### src/rtl/tm1638_pkg.sv
// Shared types and protocol constants for the TM1638 responder model.
// Command classes live in byte[7:6]; data-command flags are bit positions.
package tm1638_pkg;

    typedef enum logic [2:0] {
        ST_IDLE,
        ST_CMD,
        ST_WR_DATA,
        ST_RD_DATA,
        ST_IGNORE
    } state_t;

    localparam logic [1:0] CMD_DATA = 2'b01;
    localparam logic [1:0] CMD_CTRL = 2'b10;
    localparam logic [1:0] CMD_ADDR = 2'b11;

    localparam int READ      = 1;
    localparam int FIXED     = 2;
    localparam int KEY_BYTES = 4;

endpackage

### src/rtl/tm1638_pin_sync.sv
// Multi-flop synchronizer for one serial pin, followed by a delay flop and
// registered one-cycle rise/fall pulses aligned with the delayed level.
module tm1638_pin_sync #(
    parameter int   SYNC_STAGES = 2,
    parameter logic IDLE_LEVEL  = 1'b1
) (
    input  logic clk,
    input  logic rst_n,
    input  logic pin,
    output logic level,
    output logic rise,
    output logic fall
);

    logic [SYNC_STAGES-1:0] sync_reg;
    logic                   dly_reg;
    logic                   rise_reg;
    logic                   fall_reg;

    always_ff @(posedge clk) begin
        if (!rst_n) begin
            sync_reg <= {SYNC_STAGES{IDLE_LEVEL}};
            dly_reg  <= IDLE_LEVEL;
            rise_reg <= 1'b0;
            fall_reg <= 1'b0;
        end else begin
            sync_reg <= {sync_reg[SYNC_STAGES-2:0], pin};
            dly_reg  <= sync_reg[SYNC_STAGES-1];
            // Pulses land together with dly_reg so sampled data lines up with the edge.
            rise_reg <= sync_reg[SYNC_STAGES-1] & ~dly_reg;
            fall_reg <= ~sync_reg[SYNC_STAGES-1] & dly_reg;
        end
    end

    assign level = dly_reg;
    assign rise  = rise_reg;
    assign fall  = fall_reg;

endmodule

### src/rtl/tm1638_responder.sv
// TM1638 device emulator: decodes STB/CLK/DIO frames into display RAM writes,
// display-control state and a 32-bit key-scan readback shifted out on DIO.
module tm1638_responder
    import tm1638_pkg::*;
#(
    parameter int SYNC_STAGES = 2,
    parameter int ADDR_W      = 4
) (
    input  logic              CLK,
    input  logic              nRST,
    input  logic              stb_in,
    input  logic              clk_in,
    input  logic              dio_in,
    output logic              dio_out,
    output logic              dio_oe,
    input  logic [31:0]       key_data,
    output logic              key_read,
    input  logic [ADDR_W-1:0] disp_raddr,
    output logic [7:0]        disp_rdata,
    output logic              disp_on,
    output logic [2:0]        brightness,
    output logic              wr_strobe,
    output logic [ADDR_W-1:0] wr_addr,
    output logic [7:0]        wr_data,
    output logic              frame_done,
    output logic              proto_err
);

    localparam int         DEPTH    = 2 ** ADDR_W;
    localparam logic [5:0] KEY_BITS = 6'(KEY_BYTES * 8);

    logic stb_rise, stb_fall, sclk_rise, sclk_fall, dio_lvl;
    logic unused_stb_lvl, unused_sclk_lvl, unused_dio_rise, unused_dio_fall;

    tm1638_pin_sync #(.SYNC_STAGES(SYNC_STAGES), .IDLE_LEVEL(1'b1)) u_stb_sync (
        .clk   (CLK),
        .rst_n (nRST),
        .pin   (stb_in),
        .level (unused_stb_lvl),
        .rise  (stb_rise),
        .fall  (stb_fall)
    );

    tm1638_pin_sync #(.SYNC_STAGES(SYNC_STAGES), .IDLE_LEVEL(1'b1)) u_clk_sync (
        .clk   (CLK),
        .rst_n (nRST),
        .pin   (clk_in),
        .level (unused_sclk_lvl),
        .rise  (sclk_rise),
        .fall  (sclk_fall)
    );

    tm1638_pin_sync #(.SYNC_STAGES(SYNC_STAGES), .IDLE_LEVEL(1'b1)) u_dio_sync (
        .clk   (CLK),
        .rst_n (nRST),
        .pin   (dio_in),
        .level (dio_lvl),
        .rise  (unused_dio_rise),
        .fall  (unused_dio_fall)
    );

    state_t            state_reg;
    logic [2:0]        bit_cnt_reg;
    logic [7:0]        byte_sr_reg;
    logic [5:0]        rd_bits_reg;
    logic              rd_pend_reg;
    logic [31:0]       key_sr_reg;
    logic              fixed_reg;
    logic [ADDR_W-1:0] addr_reg;

    logic [7:0] full_byte;
    logic       byte_done;
    logic       ram_we;
    logic [7:0] ram [DEPTH];

    // Byte as it stands once the bit arriving with this rising edge is included.
    assign full_byte = {dio_lvl, byte_sr_reg[7:1]};
    assign byte_done = sclk_rise && !stb_rise && (bit_cnt_reg == 3'd7);
    assign ram_we    = byte_done && (state_reg == ST_WR_DATA);

    for (genvar gi = 0; gi < DEPTH; gi++) begin : g_ram
        logic [7:0] row_reg;

        always_ff @(posedge CLK) begin
            if (!nRST) begin
                row_reg <= 8'h00;
            end else if (ram_we && (addr_reg == ADDR_W'(gi))) begin
                row_reg <= full_byte;
            end
        end

        assign ram[gi] = row_reg;
    end

    assign disp_rdata = ram[disp_raddr];

    always_ff @(posedge CLK) begin
        if (!nRST) begin
            state_reg   <= ST_IDLE;
            bit_cnt_reg <= 3'd0;
            byte_sr_reg <= 8'h00;
            rd_bits_reg <= 6'd0;
            rd_pend_reg <= 1'b0;
            key_sr_reg  <= 32'h0;
            fixed_reg   <= 1'b0;
            addr_reg    <= '0;
            disp_on     <= 1'b0;
            brightness  <= 3'd0;
            dio_oe      <= 1'b0;
            dio_out     <= 1'b0;
            key_read    <= 1'b0;
            wr_strobe   <= 1'b0;
            wr_addr     <= '0;
            wr_data     <= 8'h00;
            frame_done  <= 1'b0;
            proto_err   <= 1'b0;
        end else begin
            key_read   <= 1'b0;
            wr_strobe  <= 1'b0;
            frame_done <= 1'b0;
            proto_err  <= 1'b0;

            if (stb_rise) begin
                // STB release outranks any clock edge seen in the same cycle.
                state_reg   <= ST_IDLE;
                dio_oe      <= 1'b0;
                frame_done  <= 1'b1;
                bit_cnt_reg <= 3'd0;
                if ((state_reg == ST_CMD || state_reg == ST_WR_DATA ||
                     state_reg == ST_RD_DATA) && bit_cnt_reg != 3'd0) begin
                    proto_err <= 1'b1;
                end
            end else begin
                case (state_reg)
                    ST_IDLE: begin
                        if (stb_fall) begin
                            state_reg   <= ST_CMD;
                            bit_cnt_reg <= 3'd0;
                        end
                    end

                    ST_CMD: begin
                        if (sclk_rise) begin
                            bit_cnt_reg <= bit_cnt_reg + 3'd1;
                            byte_sr_reg <= full_byte;
                            if (bit_cnt_reg == 3'd7) begin
                                unique case (full_byte[7:6])
                                    CMD_DATA: begin
                                        fixed_reg <= full_byte[FIXED];
                                        if (full_byte[READ:0] == 2'b10) begin
                                            state_reg   <= ST_RD_DATA;
                                            key_sr_reg  <= key_data;
                                            key_read    <= 1'b1;
                                            dio_oe      <= 1'b1;
                                            dio_out     <= key_data[0];
                                            rd_bits_reg <= 6'd0;
                                            rd_pend_reg <= 1'b0;
                                        end else begin
                                            state_reg <= ST_IGNORE;
                                            proto_err <= (full_byte[READ:0] != 2'b00);
                                        end
                                    end
                                    CMD_CTRL: begin
                                        disp_on    <= full_byte[3];
                                        brightness <= full_byte[2:0];
                                        state_reg  <= ST_IGNORE;
                                    end
                                    CMD_ADDR: begin
                                        addr_reg  <= full_byte[ADDR_W-1:0];
                                        state_reg <= ST_WR_DATA;
                                    end
                                    default: begin
                                        proto_err <= 1'b1;
                                        state_reg <= ST_IGNORE;
                                    end
                                endcase
                            end
                        end
                    end

                    ST_WR_DATA: begin
                        if (sclk_rise) begin
                            bit_cnt_reg <= bit_cnt_reg + 3'd1;
                            byte_sr_reg <= full_byte;
                            if (bit_cnt_reg == 3'd7) begin
                                wr_strobe <= 1'b1;
                                wr_addr   <= addr_reg;
                                wr_data   <= full_byte;
                                if (!fixed_reg) begin
                                    addr_reg <= addr_reg + ADDR_W'(1);
                                end
                            end
                        end
                    end

                    ST_RD_DATA: begin
                        // Shift only on a falling edge that closes a counted bit.
                        if (sclk_rise && rd_bits_reg < KEY_BITS) begin
                            rd_bits_reg <= rd_bits_reg + 6'd1;
                            bit_cnt_reg <= bit_cnt_reg + 3'd1;
                            rd_pend_reg <= 1'b1;
                        end else if (sclk_fall && rd_pend_reg) begin
                            rd_pend_reg <= 1'b0;
                            key_sr_reg  <= key_sr_reg >> 1;
                            dio_out     <= key_sr_reg[1];
                            if (rd_bits_reg == KEY_BITS) begin
                                dio_oe <= 1'b0;
                            end
                        end
                    end

                    ST_IGNORE: begin
                    end

                    default: begin
                        state_reg <= ST_IDLE;
                    end
                endcase
            end
        end
    end

endmodule

### config.mk
export PLATFORM = sky130hd
export DESIGN_NAME = tm1638_responder
export DESIGN_NICKNAME = d
export VERILOG_FILES = /design/src/rtl/tm1638_pkg.sv /design/src/rtl/tm1638_pin_sync.sv /design/src/rtl/tm1638_responder.sv
export SDC_FILE = /design/constraint.sdc
export NUM_CORES = 1
export LEC_CHECK = 0
export ABC_CLOCK_PERIOD_IN_PS = 3520
export BUFFER_PORTS_ARGS = -buffer_cell sky130_fd_sc_hd__buf_2
export CORE_ASPECT_RATIO = 0.7
export CORE_MARGIN = 1
export CORE_UTILIZATION = 55
export CTS_CLUSTER_DIAMETER = 40
export DETAILED_ROUTE_END_ITERATION = 8
export HOLD_SLACK_MARGIN = 0.08
export PLACE_DENSITY = 0.71
export SYNTH_ARGS = -nofsm -noshare
export SYNTH_HDL_FRONTEND = slang
export SYNTH_HIERARCHICAL = 1
export SYNTH_SLANG_ARGS = --single-unit
### constraint.sdc
create_clock -name CLK -period 3.52 [get_ports CLK]
set_input_delay 0.528 -clock CLK [delete_from_list [all_inputs] [get_ports CLK]]
set_output_delay 0.528 -clock CLK [all_outputs]
set_load 0.02 [all_outputs]
==> impl_metrics.py <==
metrics = {
    "die": {
        "num_rows": 39,
        "die_h_um": 112.1,
        "io_pins": 71,
        "die_area_mm2": 0.01786,
        "die_w_um": 159.3,
        "core-area_mm2": 0.01664,
        "start_util_pct": 57.27,
    },
    "cells_and_area": {
        "post-route-util_pct": 64.13,
        "finish.net_count": 1046,
        "largest_reg_flops": 128,
        "area_growth_pct": 11.99,
        "final_common_cell": "dfxtp_1",
        "final_cell_mix": "219 x dfxtp_1, 138 x nand3_1, 130 x o21ai_1",
        "fin_cells": 1237,
        "multiInputGateArea_mm2": 0.004693,
        "insertedDiodeCount": 0,
        "drive_gt1_share_pct": 20.75,
        "seq_area_mm2": 0.004384,
        "nFillCells": 1348,
    },
    "global_route": {
        "grt_max_degree": 103,
        "grt_pass1_wl_mm": 35.29,
        "track_usage_pct": 24.16,
        "grt_overflow_total": 0,
        "antenna_found_initial": 0,
        "grt_pass1_vias": 6653,
    },
    "clock_network": {
        "cts_tree": "done",
        "htreeDepth": 1,
        "insertion_delay_ps": 520,
        "clock_sink_count": 219,
        "cts_buffers": 24,
        "cts_buffer_depth": 3,
        "clock-root-buffer": "clkbuf_16",
        "cts_resized": 0,
        "cts.clk_slew.worst_paths_ps": 60,
        "post-cts-setup-buffer-count": 0,
        "hold_buffers": 0,
    },
    "yosys": {
        "avgSynthCellArea_um2": 9.824,
        "yosysWarnings": 6,
        "synth_cells": 970,
        "netlist_area_mm2": 0.009529,
        "synth_nets": 1021,
    },
    "worst_setup_path": {
        "cpPeakStageDelay_ps": 590,
        "start_kind": "primary input",
        "worstSetupPathType": "in -> out",
        "cp.required_ps": 2990,
        "worst-path-max-fanout": 25,
        "path_cells": "buf_2 > mux4_2 > a22oi_1 > nand2_1 > buf_2",
        "cpMaxStageDelayCell": "mux4_2",
        "crit_path_frequent_cell": "buf_2",
        "end_kind": "primary output",
        "arrival_ps": 2210,
    },
    "timing": {
        "relSlewSlack_pct": 37.77,
        "setup_violations": 0,
        "fin_worst_skew_ps": 21.94,
        "finalHoldViolations": 0,
        "rsz0062_at_grt": "false",
        "max_freq_ghz": 0.3655,
        "setup_tns_ps": 0,
        "finalMaxSlewViolations": 0,
        "fin_crit_sh_pct": 77.72,
        "fin_crit_ps": 2736,
        "tightest_slew_ps": 932.5,
    },
    "drt": {
        "postRouteAntennaNets": 0,
        "routed_wl_mm": 21.18,
        "num_vias": 7236,
        "routed-wl-met2_mm": 8.817,
        "drc": 0,
        "viasPerCell": 5.850,
        "avgRoutedWirePerCell_um": 17.12,
        "drtIter0Drc": 519,
        "drt-met1-wl_mm": 10.72,
        "dr.pass1.iters": 4,
        "met3WireLength_mm": 1.342,
        "dr.max_layer_used": "met4",
    },
    "power_and_ir_drop": {
        "power_density_mw_per_mm2": 483.5,
        "peakVddDrop_mv": 0.4389,
        "leakage_nw": 4.238,
    },
    "placement": {
        "dpl.hpwl_mm": 13.71,
        "io_buffers": 70,
        "dp.cells": 1194,
        "gp_congestion": 0.8059,
    },
    "outcome": {
        "status": "completed",
    },
    "run": {
        "drv.max_cap_violation_count": 0,
    },
    "worst_hold_path": {
        "min_path_type": "in -> reg",
    },
}
routing by layer:
layer	global-route usage (%)	vias up
met5	0	-
met4	5.256	0
li1	-	3588
met2	35.15	222
met3	4.398	29
met1	37.12	3397
worst paths after layout:
| check | endpoint | slack, ps | start | depth (start not counted) |
|---|---|---|---|---|
| setup / recovery | disp_rdata[5] | 780 | disp_raddr[1] | 5 |
| hold / removal | u_dio_sync/sync_reg[0] | 190 | dio_in | 2 |
| hold reg to reg | u_stb_sync/sync_reg[1] | 400 | u_stb_sync/sync_reg[0] | 1 |
| setup reg to reg | g_ram[15].row_reg[3] | 800 | bit_cnt_reg[0] | 6 |
worst max-delay path, delay by kind of cell:
family | cells | cell delay [ps]
compound gates | 1 | 230
simple gates | 1 | 110
mux | 1 | 590
buf+inv | 2 | 720
area by class of cell:
cell class                 instances  share of cell area, %
clock buffer                      30                  6.038
clock inverter                    13                  1.384
inverter                           9                 0.3166
multi-input combinational        657                  43.98
sequential                       219                  41.08
tap                              225                  2.638
timing repair buffer              84                  4.561
report_power, final:
part,internal [W],switching [W]
registers,0.00248,0.00000651
clock network,0.00147,0.00104
logic,0.0000653,0.0000994
total,0.00402,0.00114
per-stage QoR:
step	total power (W)	area (um^2)	setup WS, ps	hold slack, ps
finish	0.005160	10670	784.4	188.6
global route	0.005317	10670	601.1	194.9
CTS	0.005195	10670	783.1	170.9
detailed placement	0.002709	9879	788.6	392.5
global placement	0.002708	9879	856.0	394.5
floorplan	0.002660	9529	1083	386.3
Note: power is estimated with default switching activity, not from simulation.
